## src/rtl/ctrl_to_axilite.sv

```systemverilog
// ctrl_to_axilite: single-outstanding AXI4-Lite master driven by a req/resp control port
//   clk, rst_n (async active-low)
//   req_*  : request in (valid/ready, write, 10-bit word addr, wdata, wstrb)
//   resp_* : response out (valid/ready, rdata, err)
//   m_axilite_* : AXI4-Lite master channels AW, W, B, AR, R
//   Define AXILITE_MASTER_TIMEOUT_EN to abort any handshake wait after TIMEOUT_CYCLES cycles
//   (resp_err=1, resp_rdata=32'hDEAD_BEEF).
module ctrl_to_axilite #(
  parameter int TIMEOUT_CYCLES = 1024
) (
  input  logic        clk,
  input  logic        rst_n,
  input  logic        req_valid,
  output logic        req_ready,
  input  logic        req_write,
  input  logic [9:0]  req_addr,
  input  logic [31:0] req_wdata,
  input  logic [3:0]  req_wstrb,
  output logic        resp_valid,
  input  logic        resp_ready,
  output logic [31:0] resp_rdata,
  output logic        resp_err,
  output logic        m_axilite_awvalid,
  input  logic        m_axilite_awready,
  output logic [11:0] m_axilite_awaddr,
  output logic [2:0]  m_axilite_awprot,
  output logic        m_axilite_wvalid,
  input  logic        m_axilite_wready,
  output logic [31:0] m_axilite_wdata,
  output logic [3:0]  m_axilite_wstrb,
  input  logic        m_axilite_bvalid,
  output logic        m_axilite_bready,
  input  logic [1:0]  m_axilite_bresp,
  output logic        m_axilite_arvalid,
  input  logic        m_axilite_arready,
  output logic [11:0] m_axilite_araddr,
  output logic [2:0]  m_axilite_arprot,
  input  logic        m_axilite_rvalid,
  output logic        m_axilite_rready,
  input  logic [31:0] m_axilite_rdata,
  input  logic [1:0]  m_axilite_rresp
);
  typedef enum logic [2:0] {IDLE, WR, WR_B, RD_AR, RD_R, RESP} state_t;
  state_t state_q, state_d;
  logic aw_done, w_done, aw_fin, w_fin, tmo_hit;
  logic [9:0] addr_q;
  logic [31:0] wdata_q;
  logic [3:0] wstrb_q;
  if (TIMEOUT_CYCLES < 2) begin : g_bad_timeout
    $error("TIMEOUT_CYCLES must be >= 2");
  end
  // Handshake signals are decoded from state so an async reset drops them at once.
  assign req_ready = state_q == IDLE;
  assign resp_valid = state_q == RESP;
  assign m_axilite_awvalid = state_q == WR && !aw_done;
  assign m_axilite_wvalid = state_q == WR && !w_done;
  assign m_axilite_bready = state_q == WR_B;
  assign m_axilite_arvalid = state_q == RD_AR;
  assign m_axilite_rready = state_q == RD_R;
  assign m_axilite_awaddr = {addr_q, 2'b00};
  assign m_axilite_araddr = {addr_q, 2'b00};
  assign m_axilite_awprot = 3'b000;
  assign m_axilite_arprot = 3'b000;
  assign m_axilite_wdata = wdata_q;
  assign m_axilite_wstrb = wstrb_q;
  assign aw_fin = aw_done || (m_axilite_awvalid && m_axilite_awready);
  assign w_fin = w_done || (m_axilite_wvalid && m_axilite_wready);
`ifdef AXILITE_MASTER_TIMEOUT_EN
  logic [31:0] cnt;
  logic wait_st;
  assign wait_st = state_q inside {WR, WR_B, RD_AR, RD_R};
  always_ff @(posedge clk or negedge rst_n)
    if (!rst_n) cnt <= '0;
    else cnt <= state_d != state_q ? '0 : wait_st ? cnt + 32'd1 : cnt;
`endif
  always_ff @(posedge clk or negedge rst_n)
    if (!rst_n) state_q <= IDLE;
    else state_q <= state_d;
  always_comb begin
    state_d = state_q;
    tmo_hit = 1'b0;
    case (state_q)
      IDLE:    if (req_valid) state_d = req_write ? WR : RD_AR;
      WR:      if (aw_fin && w_fin) state_d = WR_B;
      WR_B:    if (m_axilite_bvalid) state_d = RESP;
      RD_AR:   if (m_axilite_arready) state_d = RD_R;
      RD_R:    if (m_axilite_rvalid) state_d = RESP;
      RESP:    if (resp_ready) state_d = IDLE;
      default: state_d = IDLE;
    endcase
`ifdef AXILITE_MASTER_TIMEOUT_EN
    // A completing handshake in the limit cycle already moved state_d, so it wins.
    if (wait_st && state_d == state_q && cnt == 32'(TIMEOUT_CYCLES - 1)) begin
      state_d = RESP;
      tmo_hit = 1'b1;
    end
`endif
  end
  always_ff @(posedge clk or negedge rst_n)
    if (!rst_n) begin
      addr_q <= '0;
      wdata_q <= '0;
      wstrb_q <= '0;
      aw_done <= 1'b0;
      w_done <= 1'b0;
      resp_rdata <= '0;
      resp_err <= 1'b0;
    end else begin
      if (req_valid && req_ready) begin
        addr_q <= req_addr;
        wdata_q <= req_wdata;
        wstrb_q <= req_wstrb;
        aw_done <= 1'b0;
        w_done <= 1'b0;
      end else if (state_q == WR) begin
        aw_done <= aw_fin;
        w_done <= w_fin;
      end
      if (tmo_hit) begin
        resp_err <= 1'b1;
        resp_rdata <= 32'hDEAD_BEEF;
      end else if (state_q == WR_B && m_axilite_bvalid) begin
        resp_err <= m_axilite_bresp != 2'b00;
        resp_rdata <= '0;
      end else if (state_q == RD_R && m_axilite_rvalid) begin
        resp_err <= m_axilite_rresp != 2'b00;
        resp_rdata <= m_axilite_rdata;
      end
    end
endmodule
```

## config.mk

```make
export PLATFORM = sky130hd
export DESIGN_NAME = ctrl_to_axilite
export DESIGN_NICKNAME = d
export VERILOG_FILES = /design/src/rtl/ctrl_to_axilite.sv
export SDC_FILE = /design/constraint.sdc
export NUM_CORES = 1
export LEC_CHECK = 0
export CAP_MARGIN = 20
export CORE_MARGIN = 2
export CORE_UTILIZATION = 39
export CTS_CLUSTER_SIZE = 25
export DETAILED_ROUTE_END_ITERATION = 8
export PLACE_DENSITY = 0.8
export SLEW_MARGIN = 20
export SYNTH_ARGS = -nofsm -noshare
export SYNTH_HDL_FRONTEND = slang
export SYNTH_SLANG_ARGS = --single-unit
export TNS_END_PERCENT = 10
```

## constraint.sdc

```tcl
create_clock -name clk -period 2.3 [get_ports clk]
set_clock_uncertainty 0.15 [all_clocks]
set_input_delay 0.46 -clock clk [delete_from_list [all_inputs] [get_ports clk]]
set_output_delay 0.46 -clock clk [all_outputs]
set_load 0.01 [all_outputs]
```

==> flow_metrics.tcl, run 1 <==
set metrics [dict create \
    cp-end-kind "primary output" \
    vdd_drop_max_v 0.000630 \
    final_area_mm2 0.00577 \
    wl_per_cell_um 16.8 \
    power_density_mw_per_mm2 1290 \
    rsz0062_at_grt "false" \
    grt_pass1_wl_um 14300 \
    track_usage 0.182 \
    grt_max_degree 50 \
    min_to "resp_err" \
    firstDrtPassIters 4 \
    drt_iter0_markers 76 \
    num-nets-final 521 \
    wl_um 9160 \
    yosys_warnings 0 \
    setup_viol 0 \
    critPathKind "flip-flop to primary output" \
    startpoint_type "flip-flop" \
    fp-row-count 35 \
    cts_tree "built" \
    cts_root_buf "clkbuf_8" \
    fin_crit_sh 0.885 \
    fp.dieW_um 101 \
    initial_core_util 0.400 \
    ys_ff_latch 84 \
    power.total_mw 7.44 \
    arrival_ns 1.43 \
    synth_area_mm2 0.00368 \
    final_cells 545 \
    place.gp.congestion 0.824 \
    routed-via-count 2616 \
    rr_endpoint "addr_q[1]" \
    maxSlewViolCount 0 \
    worstHoldStart "resp_err" \
    power_leakage_nw 2.58 \
    clock.fmax_mhz 491 \
    ys_seq_area_frac 0.571 \
    drive_above_1_share 0.200 \
    ant_nets 0 \
    critical_path.max_fanout 5 \
    hold_viol_final 0 \
    syn_inst 240 \
    max_cap_violations 0 \
    cts.clk_slew.worst_paths_ns 0.08 \
    setup_tns_ns 0 \
    placed_area_mm2 0.00553 \
    grt_pass1_vias 2755 \
    cts_buffers 9 \
    cts.sinks 84 \
    fp.dieArea_mm2 0.0102 \
    nFillCells 726 \
    diodes 0 \
    antenna_found_initial 0 \
    design.portCount 198 \
    htreeDepth 3 \
    portBuffers 187 \
    die_y_um 101 \
    clk_latency_ns 0.33 \
    period_minus_slack_ns 2.04 \
    ys_types 32 \
    rr_worst_depth 5 \
    drc 0 \
    postSynthAreaPerCell_um2 15.3 \
    crit_required_ns 1.69 \
    dpl.cell_count 522 \
    rrSetupSlack_ns 0.40 \
    dp_hpwl_um 6770 \
    worstReg2RegStart "state_q[0]" \
    hold_path_depth 2 \
    syn_to_final_growth_pct 56.8 \
    status "finished clean" \
    min_path_type "flip-flop to flip-flop" \
    grt_overflow_total 0 \
    clockBufferDepth 2 \
    coreArea_mm2 0.00920 \
    drt-vias-per-instance 4.80 \
]
[layout by cell type (no fill, tap or decap), types with 2 or more instances in the layout]
master	count
dfrtp_1	81
dfrtp_2	3
buf_4	10
conb_1	10
nand3b_1	2
dlymetal6s2s_1	2
clkinvlp_4	2
nand2b_1	2
dlygate4sd2_1	5
nand3_1	2
nand2_1	4
a22o_1	32
mux2_4	40
and3b_1	2
buf_12	6
clkinv_4	2
clkbuf_8	10
clkdlybuf4s50_1	179
mux2_2	7
nor2_1	7
a21oi_1	5
[registers in the layout (all words and copies together), names as in the netlist]
signal           cells
m_axilite_wdata     32
resp_err             1
aw_done              1
state_q              3
resp_rdata          32
m_axilite_wstrb      4
w_done               1
addr_q              10
[cells in the mapped netlist]
| cell type | n | share of area |
|---|---|---|
| a22o_1 | 32 | 0.076 |
| nor2b_1 | 1 | 0.0017 |
| nor3b_1 | 1 | 0.0020 |
| nor3_1 | 1 | 0.0014 |
| dfrtp_1 | 84 | 0.57 |
| a21boi_0 | 1 | 0.0020 |
| nand2b_4 | 1 | 0.0037 |
| conb_1 | 1 | 0.0010 |
| buf_4 | 23 | 0.047 |
| a21o_1 | 1 | 0.0020 |
| o21ai_2 | 1 | 0.0024 |
| nand3b_1 | 2 | 0.0041 |
| a211oi_1 | 1 | 0.0020 |
| nor3b_2 | 1 | 0.0034 |
| o221ai_2 | 1 | 0.0041 |
| nor2_1 | 7 | 0.0071 |
| o21ai_0 | 1 | 0.0014 |
| nand3_1 | 2 | 0.0027 |
| nand4b_1 | 1 | 0.0024 |
| and3b_1 | 2 | 0.0048 |
| buf_12 | 4 | 0.022 |
| inv_1 | 1 | 0.0010 |
| nand2_1 | 4 | 0.0041 |
| o211ai_1 | 1 | 0.0020 |
| mux2_4 | 40 | 0.16 |
| o21ai_1 | 1 | 0.0014 |
| nand2b_1 | 2 | 0.0034 |
| buf_6 | 8 | 0.024 |
| nor4b_4 | 1 | 0.0065 |
| and2_1 | 1 | 0.0017 |
| a21oi_1 | 5 | 0.0068 |
| mux2_2 | 7 | 0.021 |
[how the worst max path moves through the flow]
stage,end,start,slack [ns]
after global routing,resp_valid,state_q[0],0.09
final,resp_valid,state_q[0],0.26
after detailed placement,m_axilite_wdata[27],req_valid,0.09
after floorplan,addr_q[0],state_q[1],0.62
after CTS,m_axilite_bready,state_q[0],0.002
after global placement,m_axilite_wdata[20],req_valid,0.11
[worst max-delay path, stage by stage (launching register included)]
cell and delay, ns:
dfrtp_2 0.42, inv_1 0.11, nor3b_1 0.26, dlygate4sd2_1 0.31
[per-layer routing]
layer | GRT usage | routed length [µm] | vias to the layer above
met5 | 0 | 0 | -
met3 | 0.0587 | 535 | 9
met2 | 0.310 | 4690 | 104
li1 | - | - | 1213
met4 | 0.0426 | 91 | 0
met1 | 0.226 | 3840 | 1290
[area by class of cell]
type                            count  area (µm²)  area share
Sequential cell                    84        2110       0.365
Tap cell                          111         139      0.0241
Clock inverter                      5        37.5     0.00650
Multi-Input combinational cell    129        1270       0.219
Clock buffer                       11         141      0.0245
Timing Repair Buffer              204        2080       0.360
Inverter                            1        3.75    0.000650
[where the power goes]
| part | internal, mW | switching, mW | leakage [nW] |
|---|---|---|---|
| registers | 2.15 | 0.460 | 1.03 |
| clock network | 0.424 | 0.515 | 0.0855 |
| logic | 2.51 | 1.38 | 1.46 |
[timing repair]
item | CTS | global route
endpoints found under the hold margin | 35 | 0
endpoints found under the setup margin | 7 | 2
resized for setup | 8 | 3
hold buffers | 1 | 0
setup buffers | 6 | 0
[metrics by stage]
stage | hold WS (ns) | setup WS (ns) | util
floorplan | 0.0144 | 0.622 | -
global placement | 0.291 | 0.106 | 0.601
detailed placement | 0.302 | 0.0894 | 0.601
CTS | 0.358 | 0.00234 | 0.627
global route | 0.374 | 0.0933 | 0.627
finish | 0.346 | 0.265 | 0.627
[cells by family after synthesis]
kind of cell	synth area share
AO/OA/AOI/OAI	0.100
buffers and inverters	0.0942
other	0.00102
multiplexers	0.185
AND/OR/NAND/NOR	0.0489
flip-flops	0.571
Power figures use the tool's default switching activity.
==> inputs of run 2 (changes only) <==
==> constraint.sdc (replaced) <==
create_clock -name clk -period 2.3 [get_ports clk]
set_clock_uncertainty 0.15 [all_clocks]
set_input_delay 0.69 -clock clk [delete_from_list [all_inputs] [get_ports clk]]
set_output_delay 0.69 -clock clk [all_outputs]
set_load 0.01 [all_outputs]
==> run 2 against run 1 <==
Net effect:
- die area unchanged
- core utilization increased by 1.3 points
- non-clock buffer count increased by 10
- flip-flop and latch count unchanged
- critical path depth increased by 1
- combinational power increased by 2%
- sequential power about the same
- register-to-register slack about the same
- setup slack got worse by 0.20 ns
- total power increased by 4.2%
- critical path type unchanged
- largest cell class is now non-clock buffers
- largest power group unchanged
- highest routed layer unchanged
==> flow_metrics.tcl, run 2 (same netlist as run 1, synthesis figures left out) <==
set metrics [dict create \
    placed_area_mm2 0.00564 \
    wl_per_cell_um 16.7 \
    cp_top_family "flip-flops" \
    drt_iter0_markers 65 \
    regArea_mm2 0.00211 \
    crit_top_cell "nor2_1" \
    grt_pass1_wl_um 14600 \
    dp_hpwl_um 6980 \
    seqPwrFrac 0.335 \
    clock.fmax_mhz 448 \
    final_common_cell "clkdlybuf4s50_1" \
    period_minus_slack_ns 2.23 \
    power_density_mw_per_mm2 1320 \
    num-nets-final 531 \
    cts.clk_slew.worst_paths_ns 0.08 \
    design.portCount 198 \
    initial_core_util 0.400 \
    cts_buffers 9 \
    diodes 0 \
    htreeDepth 3 \
    arrival_ns 1.39 \
    track_usage 0.183 \
    hold_ws_ns 0.143 \
    p_int_mw 5.38 \
    max_cap_violations 0 \
    coreArea_mm2 0.00920 \
    syn_to_final_growth_pct 60.1 \
    multiInputGateArea_mm2 0.00127 \
    p_clk_frac 0.152 \
    grt-busiest-layer "met2" \
    path_cells "nor2_1 > nand2_1 > nor2_1 > dlygate4sd2_1" \
    setup_viol 0 \
    drt-vias-per-instance 4.81 \
    die_y_um 101 \
    grt_overflow_total 0 \
    critical_path.max_fanout 4 \
    final_area_mm2 0.00589 \
    cts_root_buf "clkbuf_8" \
    cts.sinks 84 \
    min_path_type "primary input to asynchronous set/reset pin" \
    startpoint_type "flip-flop" \
    comb_power_share 0.513 \
    place.gp.congestion 0.837 \
    slowest_delay_ns 0.44 \
    cp-end-kind "primary output" \
    power_leakage_nw 2.63 \
    fp-row-count 35 \
    drive_above_1_share 0.223 \
    fin_crit_sh 0.970 \
    fp.dieW_um 101 \
    layout_common_cells "179 x clkdlybuf4s50_1, 81 x dfrtp_1, 40 x mux2_4" \
    status "finished clean" \
    crit_buf_inv 1 \
    grt_use_met1 0.229 \
    firstDrtPassIters 4 \
    routed-via-count 2667 \
    drc 0 \
    swShare 0.306 \
    fp.dieArea_mm2 0.0102 \
    cp_slowest_cell "dfrtp_2" \
    wl_um 9300 \
    rr_worst_depth 5 \
    maxSlewViolCount 0 \
    p_sw_mw 2.37 \
    grt_pass1_vias 2857 \
    cts_hold_buf 0 \
    cts_tree "built" \
    grt_util_met2 0.312 \
    clockBufferDepth 2 \
    crit_required_ns 1.46 \
    crit_cells 4 \
    clk_latency_ns 0.33 \
    rsz0062_at_grt "true" \
    antenna_found_initial 0 \
    ant_nets 0 \
    hold_viol_final 0 \
    critPathKind "flip-flop to primary output" \
    vdd_drop_max_v 0.000553 \
    fin_util 0.641 \
    nFillCells 702 \
    grt_use_met3 0.0407 \
    grt_max_degree 51 \
    portBuffers 187 \
]
run 2: changes by cell type in the layout (fill, tap and decap cells not counted), moves of 2 or more:
cell and change:
bufinv_16 +2, clkdlybuf4s15_1 +3, buf_4 +11, dlygate4sd2_1 -2
dlymetal6s2s_1 -2
run 2: layout make-up:
type | instances | share of cell area
Tap cell | 111 | 0.0236
Clock inverter | 5 | 0.0144
Multi-Input combinational cell | 129 | 0.215
Timing Repair Buffer | 214 | 0.365
Clock buffer | 11 | 0.0240
Sequential cell | 84 | 0.357
Inverter | 1 | 0.000637
run 2: worst reg2reg max path: stages, from the launching register on:
cell and delay (ns):
dfrtp_2 0.47, buf_4 0.18, nor4b_4 0.32, buf_12 0.19, buf_12 0.16, mux2_4 0.31
run 2: worst paths after layout:
path	startpoint	to	slack [ns]
worst max-delay path	state_q[1]	m_axilite_wvalid	0.07
worst min-delay path	rst_n	resp_rdata[8]	0.14
worst min register to register	resp_err	resp_err	0.33
max in group asynchronous	rst_n	addr_q[5]	1.23
worst max register to register	state_q[0]	m_axilite_wdata[29]	0.41
min in group clk	resp_err	resp_err	0.33
run 2: routing by layer:
metal	routed length, µm	part of all wire
met5	0	0
met4	184	0.020
met3	565	0.061
met2	4690	0.50
met1	3850	0.41
run 2: repair_timing:
action / CTS / global route
gates resized for setup: 10 / 5
setup buffers: 4 / 0
setup endpoints to repair: 7 / 5
run 2: metrics by stage:
step	cells	setup slack, ns	setup TNS, ns	total power, mW
finish	555	0.0679	0	7.75
global route	555	-0.0121	-0.0130	8.19
CTS	555	0.0403	0	7.83
detailed placement	535	-0.0748	-2.51	6.60
global placement	535	-0.0383	-1.28	6.50
floorplan	249	0.436	0	4.64
run 2: power by group through the flow:
stage | logic, mW | registers, mW | clock network, mW
2_1_floorplan | 1.81 | 2.83 | 0
3_3_place_gp | 3.88 | 2.62 | 0
3_5_place_dp | 3.96 | 2.64 | 0
4_1_cts | 4.02 | 2.61 | 1.21
5_1_grt | 4.23 | 2.68 | 1.28
6_report | 3.98 | 2.60 | 1.18
